### src/rtl/mux_scan_sequencer.sv
// mux_scan_sequencer
//
// Holds a parallel 8-bit word on the data bus of a downstream 8:1 mux and
// walks the mux select across all eight positions, REPEAT times per word,
// one position per accepted bit (valid/ready handshake on the bit side).
//
// Parameters
//   REPEAT      number of full 8-bit scans per loaded word (1..4)
//
// Build option
//   MSB_FIRST_EN  undefined: sel runs 0 -> 7 (LSB first)
//                 defined:   sel runs 7 -> 0 (MSB first); also sets the
//                            reset value of sel to 7
//
// Ports
//   clk         clock, rising edge
//   rst_n       asynchronous active-low reset
//   din         word to be scanned
//   load_valid  din is valid
//   load_ready  block can accept a word (IDLE)
//   d           held word, drives the downstream mux data bus
//   sel         mux select
//   y           local copy of d[sel]
//   bit_valid   y/sel hold a valid scan bit (SCAN)
//   bit_ready   consumer accepts the current bit
//   bit_last    current bit is the final bit of the final repeat
//
// state | meaning
// ------+------------------------------------------------------------
// IDLE  | waiting for a word; load_ready=1, bit_valid=0
// SCAN  | presenting d[sel]; sel advances on each bit_ready edge

module mux_scan_sequencer #(
    parameter int REPEAT = 1
) (
    input  logic       clk,
    input  logic       rst_n,
    input  logic [7:0] din,
    input  logic       load_valid,
    output logic       load_ready,
    output logic [7:0] d,
    output logic [2:0] sel,
    output logic       y,
    output logic       bit_valid,
    input  logic       bit_ready,
    output logic       bit_last
);

    localparam logic [0:0] IDLE = 1'b0;
    localparam logic [0:0] SCAN = 1'b1;

`ifdef MSB_FIRST_EN
    localparam logic [2:0] SEL_START = 3'd7;
    localparam logic [2:0] SEL_END   = 3'd0;
`else
    localparam logic [2:0] SEL_START = 3'd0;
    localparam logic [2:0] SEL_END   = 3'd7;
`endif

    // Repeat counter is sized for the largest legal REPEAT (4).
    localparam logic [1:0] REP_LAST = 2'(REPEAT - 1);

    logic [0:0] state;
    logic [1:0] rep_cnt;
    logic [2:0] sel_step;
    logic       at_end;
    logic       last_rep;

`ifdef MSB_FIRST_EN
    assign sel_step = sel - 3'd1;
`else
    assign sel_step = sel + 3'd1;
`endif

    assign at_end   = (sel == SEL_END);
    assign last_rep = (rep_cnt == REP_LAST);

    assign load_ready = (state == IDLE);
    assign bit_valid  = (state == SCAN);
    assign bit_last   = bit_valid && at_end && last_rep;
    // d is cleared by reset, so y reads 0 while rst_n is low.
    assign y          = d[sel];

    always_ff @(posedge clk or negedge rst_n) begin
        if (!rst_n) begin
            state   <= IDLE;
            d       <= 8'h00;
            sel     <= SEL_START;
            rep_cnt <= 2'd0;
        end else begin
            case (state)
                IDLE: begin
                    if (load_valid) begin
                        d       <= din;
                        sel     <= SEL_START;
                        rep_cnt <= 2'd0;
                        state   <= SCAN;
                    end
                end
                SCAN: begin
                    // din/load_valid are deliberately not looked at here so
                    // the mux data bus cannot change under the consumer.
                    if (bit_ready) begin
                        if (!at_end) begin
                            sel <= sel_step;
                        end else if (!last_rep) begin
                            rep_cnt <= rep_cnt + 2'd1;
                            sel     <= SEL_START;
                        end else begin
                            sel   <= SEL_START;
                            state <= IDLE;
                        end
                    end
                end
                default: state <= IDLE;
            endcase
        end
    end

endmodule

### config.mk
export PLATFORM = sky130hd
export DESIGN_NAME = mux_scan_sequencer
export DESIGN_NICKNAME = d
export VERILOG_FILES = /design/src/rtl/mux_scan_sequencer.sv
export SDC_FILE = /design/constraint.sdc
export NUM_CORES = 1
export LEC_CHECK = 0
export ABC_AREA = 1
export CAP_MARGIN = 20
export CORE_MARGIN = 2
export CORE_UTILIZATION = 42
export CTS_CLUSTER_DIAMETER = 60
export DETAILED_ROUTE_END_ITERATION = 12
export HOLD_SLACK_MARGIN = 0.03
export PLACE_DENSITY = 0.77
export REMOVE_ABC_BUFFERS = 1
export SLEW_MARGIN = 20
export SYNTH_ARGS = -nofsm -noshare
export SYNTH_HDL_FRONTEND = slang
export SYNTH_SLANG_ARGS = --single-unit
### constraint.sdc
create_clock -name clk -period 1.5 [get_ports clk]
set_input_delay 0.225 -clock clk [delete_from_list [all_inputs] [get_ports clk]]
set_output_delay 0.225 -clock clk [all_outputs]
set_load 0.02 [all_outputs]
==> results.txt, run 1 <==
Avg WL per Cell: 11.8 um
Filler cells: 122
Final nets: 144
relative slew slack: 0.849
Synth top area share: 0.491
Req. time, crit path: 1.27 ns
Comb pwr share: 0.622
Vias/cell: 4.79
Post-route DRC: 0
Area Overhead vs Synth: 66.1%
core box area: 1540 um2
final wirelength: 1700 um
detailed placer's ending HPWL: 1190 um
minimum clock period: 1.51 ns
post-route setup TNS: -0.0226 ns
fmax: 660 MHz
clock power share: 0.108
Worst Skew: 0.00776 ns
Clk Tree Root Cell: clkbuf_4
clock tree sinks: 14
clk_lat worst skew: 0.27 ns
vias in the first global route: 687
chip height: 45.2 um
synthesized area: 713 um2
Hold Vio Cnt, Final: 0
grt met3 use: 0.0280
grt met1 use: 0.198
CP Launch Type: flop
GRT busiest layer: met2
Reg clk slew, reported paths: 0.09 ns
period utilisation layout: 1.01
Cells after Synth: 88
Peak VDD IR: 0.00112 V
CTS tree: done
Ant. Diodes: 0
Placer Congestion: 0.744
Hold Slack: 0.250 ns
FF+latch count, synth: 14
Setup violations, final: 2
standard-cell rows: 14
critical path startpoint: sel[0]
PwrDens: 2090 nW/um2
CTS max path bufs: 2
drt pass-1 iters: 2
async set-reset flop share out of synthesis: 1.00
Leak: 0.624 nW
EDFF count, synth: 0
Initial Utilization: 0.463
Sw Pwr: 0.00103 W
die width: 45.2 um
Sw Ratio: 0.417
Top Ports: 27
CTS Buf Count: 3
Netlist cell types: 14
status: finished, violations left
vias: 690
critical path arrival: 1.29 ns
CTS Hold Bufs: 0
GRT overflow: 0
met2 usage in global routing: 0.317
cell taking the most area after synthesis: dfrtp_1
register area share after synthesis: 0.491
Max Cap Viol: 0
unrepaired setup endpoints after global routing: yes
Syn Area/Cell: 8.10 um2
Seq pwr share: 0.270
PnR Total Power: 0.00248 W
post-route setup slack: -0.0142 ns
Syn. warnings: 0
H-Tree Depth: 1
port buffer count: 26
initial antenna violation count: 0
top post-synthesis cells by area: dfrtp_1 (49%), nand2_1 (12%), inv_1 (7.9%)
Slew Limit Fails: 0
failing checks: setup timing
die area: 2040 um2
Pint: 0.00144 W
layout cell share with drive strength beyond 1: 0.297
largest net degree at the start of global routing: 19
reg-to-reg startpoint: sel[1]
Top FF cell, synth: dfrtp_1
final core utilization: 0.769
Worst Max-Slew Pin Slew: 0.225 ns
WS Path Type: reg2out
HP Class: in2async
CP Capture Type: output port
first-pass GRT wire length: 2570 um
post-route ant nets: 0
Total GRT Usage: 0.173
1st-iter DRT viols: 12
worst-path maximum fanout: 3
==> stage by stage <==
stage               std cells  worst slack (ns)  area (um2)
finish                    144           -0.0142        1180
global route              144            -0.102        1180
CTS                       142            -0.104        1080
detailed placement        138            -0.204        1050
global placement          138            -0.164        1050
floorplan                  87            0.0383         698
==> cell usage in the layout (no fill, tap or decap), drive strengths merged <==
cell type / netlist / routed
nand2: 23 / 23
clkdlybuf4s50: 0 / 17
inv: 16 / 16
dfrtp: 14 / 14
buf: 1 / 13
a21oi: 11 / 11
nor2: 11 / 11
dlygate4sd2: 0 / 5
nand3: 5 / 5
clkbuf: 0 / 4
o21ai: 3 / 3
ha: 3 / 3
dlymetal6s2s: 0 / 2
a22oi: 1 / 1
==> cell families after synthesis <==
group           synth area share
simple gates               0.232
buf+inv                    0.105
compound gates             0.119
flops                      0.491
fa+ha+maj                 0.0526
==> Yosys cell counts, types with 2 or more instances <==
cell type	number
o21ai_0	3
nand2_1	22
ha_1	3
nor2_1	9
inv_1	15
dfrtp_1	14
nand3_1	5
a21oi_2	2
nor2_2	2
a21oi_1	9
==> final timing paths <==
| kind | end | slack, ns | cells after the start |
|---|---|---|---|
| min | bit_valid | 0.25 | 2 |
| max in group asynchronous | sel[0] | 1.07 | 2 |
| max reg2reg | rep_cnt[1] | 0.24 | 7 |
| min reg2reg | rep_cnt[0] | 0.55 | 2 |
| min in group clk | bit_valid | 0.52 | 2 |
| max | bit_last | -0.01 | 5 |
==> layer usage <==
| metal | up-vias | routed length (um) |
|---|---|---|
| met3 | 0 | 111 |
| met2 | 20 | 872 |
| met5 | - | 0 |
| met4 | 0 | 0 |
| li1 | 354 | - |
| met1 | 316 | 717 |
==> state kept, by name, summed over array words and instances, names as in the netlist <==
| signal | count |
|---|---|
| d | 8 |
| sel | 3 |
| rep_cnt | 2 |
| bit_valid | 1 |
==> worst max-delay path, stage by stage (launching register included) <==
cell and delay (ns):
dfrtp_2 0.45, ha_4 0.18, ha_4 0.16, nand2_4 0.06
nor2_4 0.04, buf_6 0.12
==> power by group through the flow <==
| stage | combinational [W] | sequential (W) | clock, W |
|---|---|---|---|
| CTS | 0.00134 | 0.000650 | 0.000279 |
| floorplan | 0.000482 | 0.000858 | 0 |
| detailed placement | 0.00135 | 0.000657 | 0 |
| finish | 0.00154 | 0.000670 | 0.000268 |
| global route | 0.00169 | 0.000691 | 0.000288 |
| global placement | 0.00133 | 0.000642 | 0 |
==> cell type report <==
cell class | count | area (um2) | area share
sequential | 14 | 352 | 0.297
multi-input combinational | 57 | 363 | 0.306
inverter | 16 | 62.6 | 0.0528
timing repair buffer | 37 | 352 | 0.297
clock buffer | 4 | 36.3 | 0.0306
tap | 16 | 20.0 | 0.0169
==> timing repair <==
item | CTS | global route
pin swaps | 0 | 14
setup endpoints to repair | 7 | 4
endpoints found under the hold margin | 0 | 0
buffers inserted | 0 | 2
gates resized for setup | 17 | 25
(Power assumes the default switching activity.)
==> inputs of run 2 (changes only) <==
--- a/config.mk
+++ b/config.mk
@@ -6,6 +6,7 @@
 export NUM_CORES = 1
 export LEC_CHECK = 0
 export ABC_AREA = 1
+export ABC_CLOCK_PERIOD_IN_PS = 1500
 export CAP_MARGIN = 20
 export CORE_MARGIN = 2
 export CORE_UTILIZATION = 42
==> results of run 2 <==
No change in the layout: final DEF, timing and power equal those of run 1.
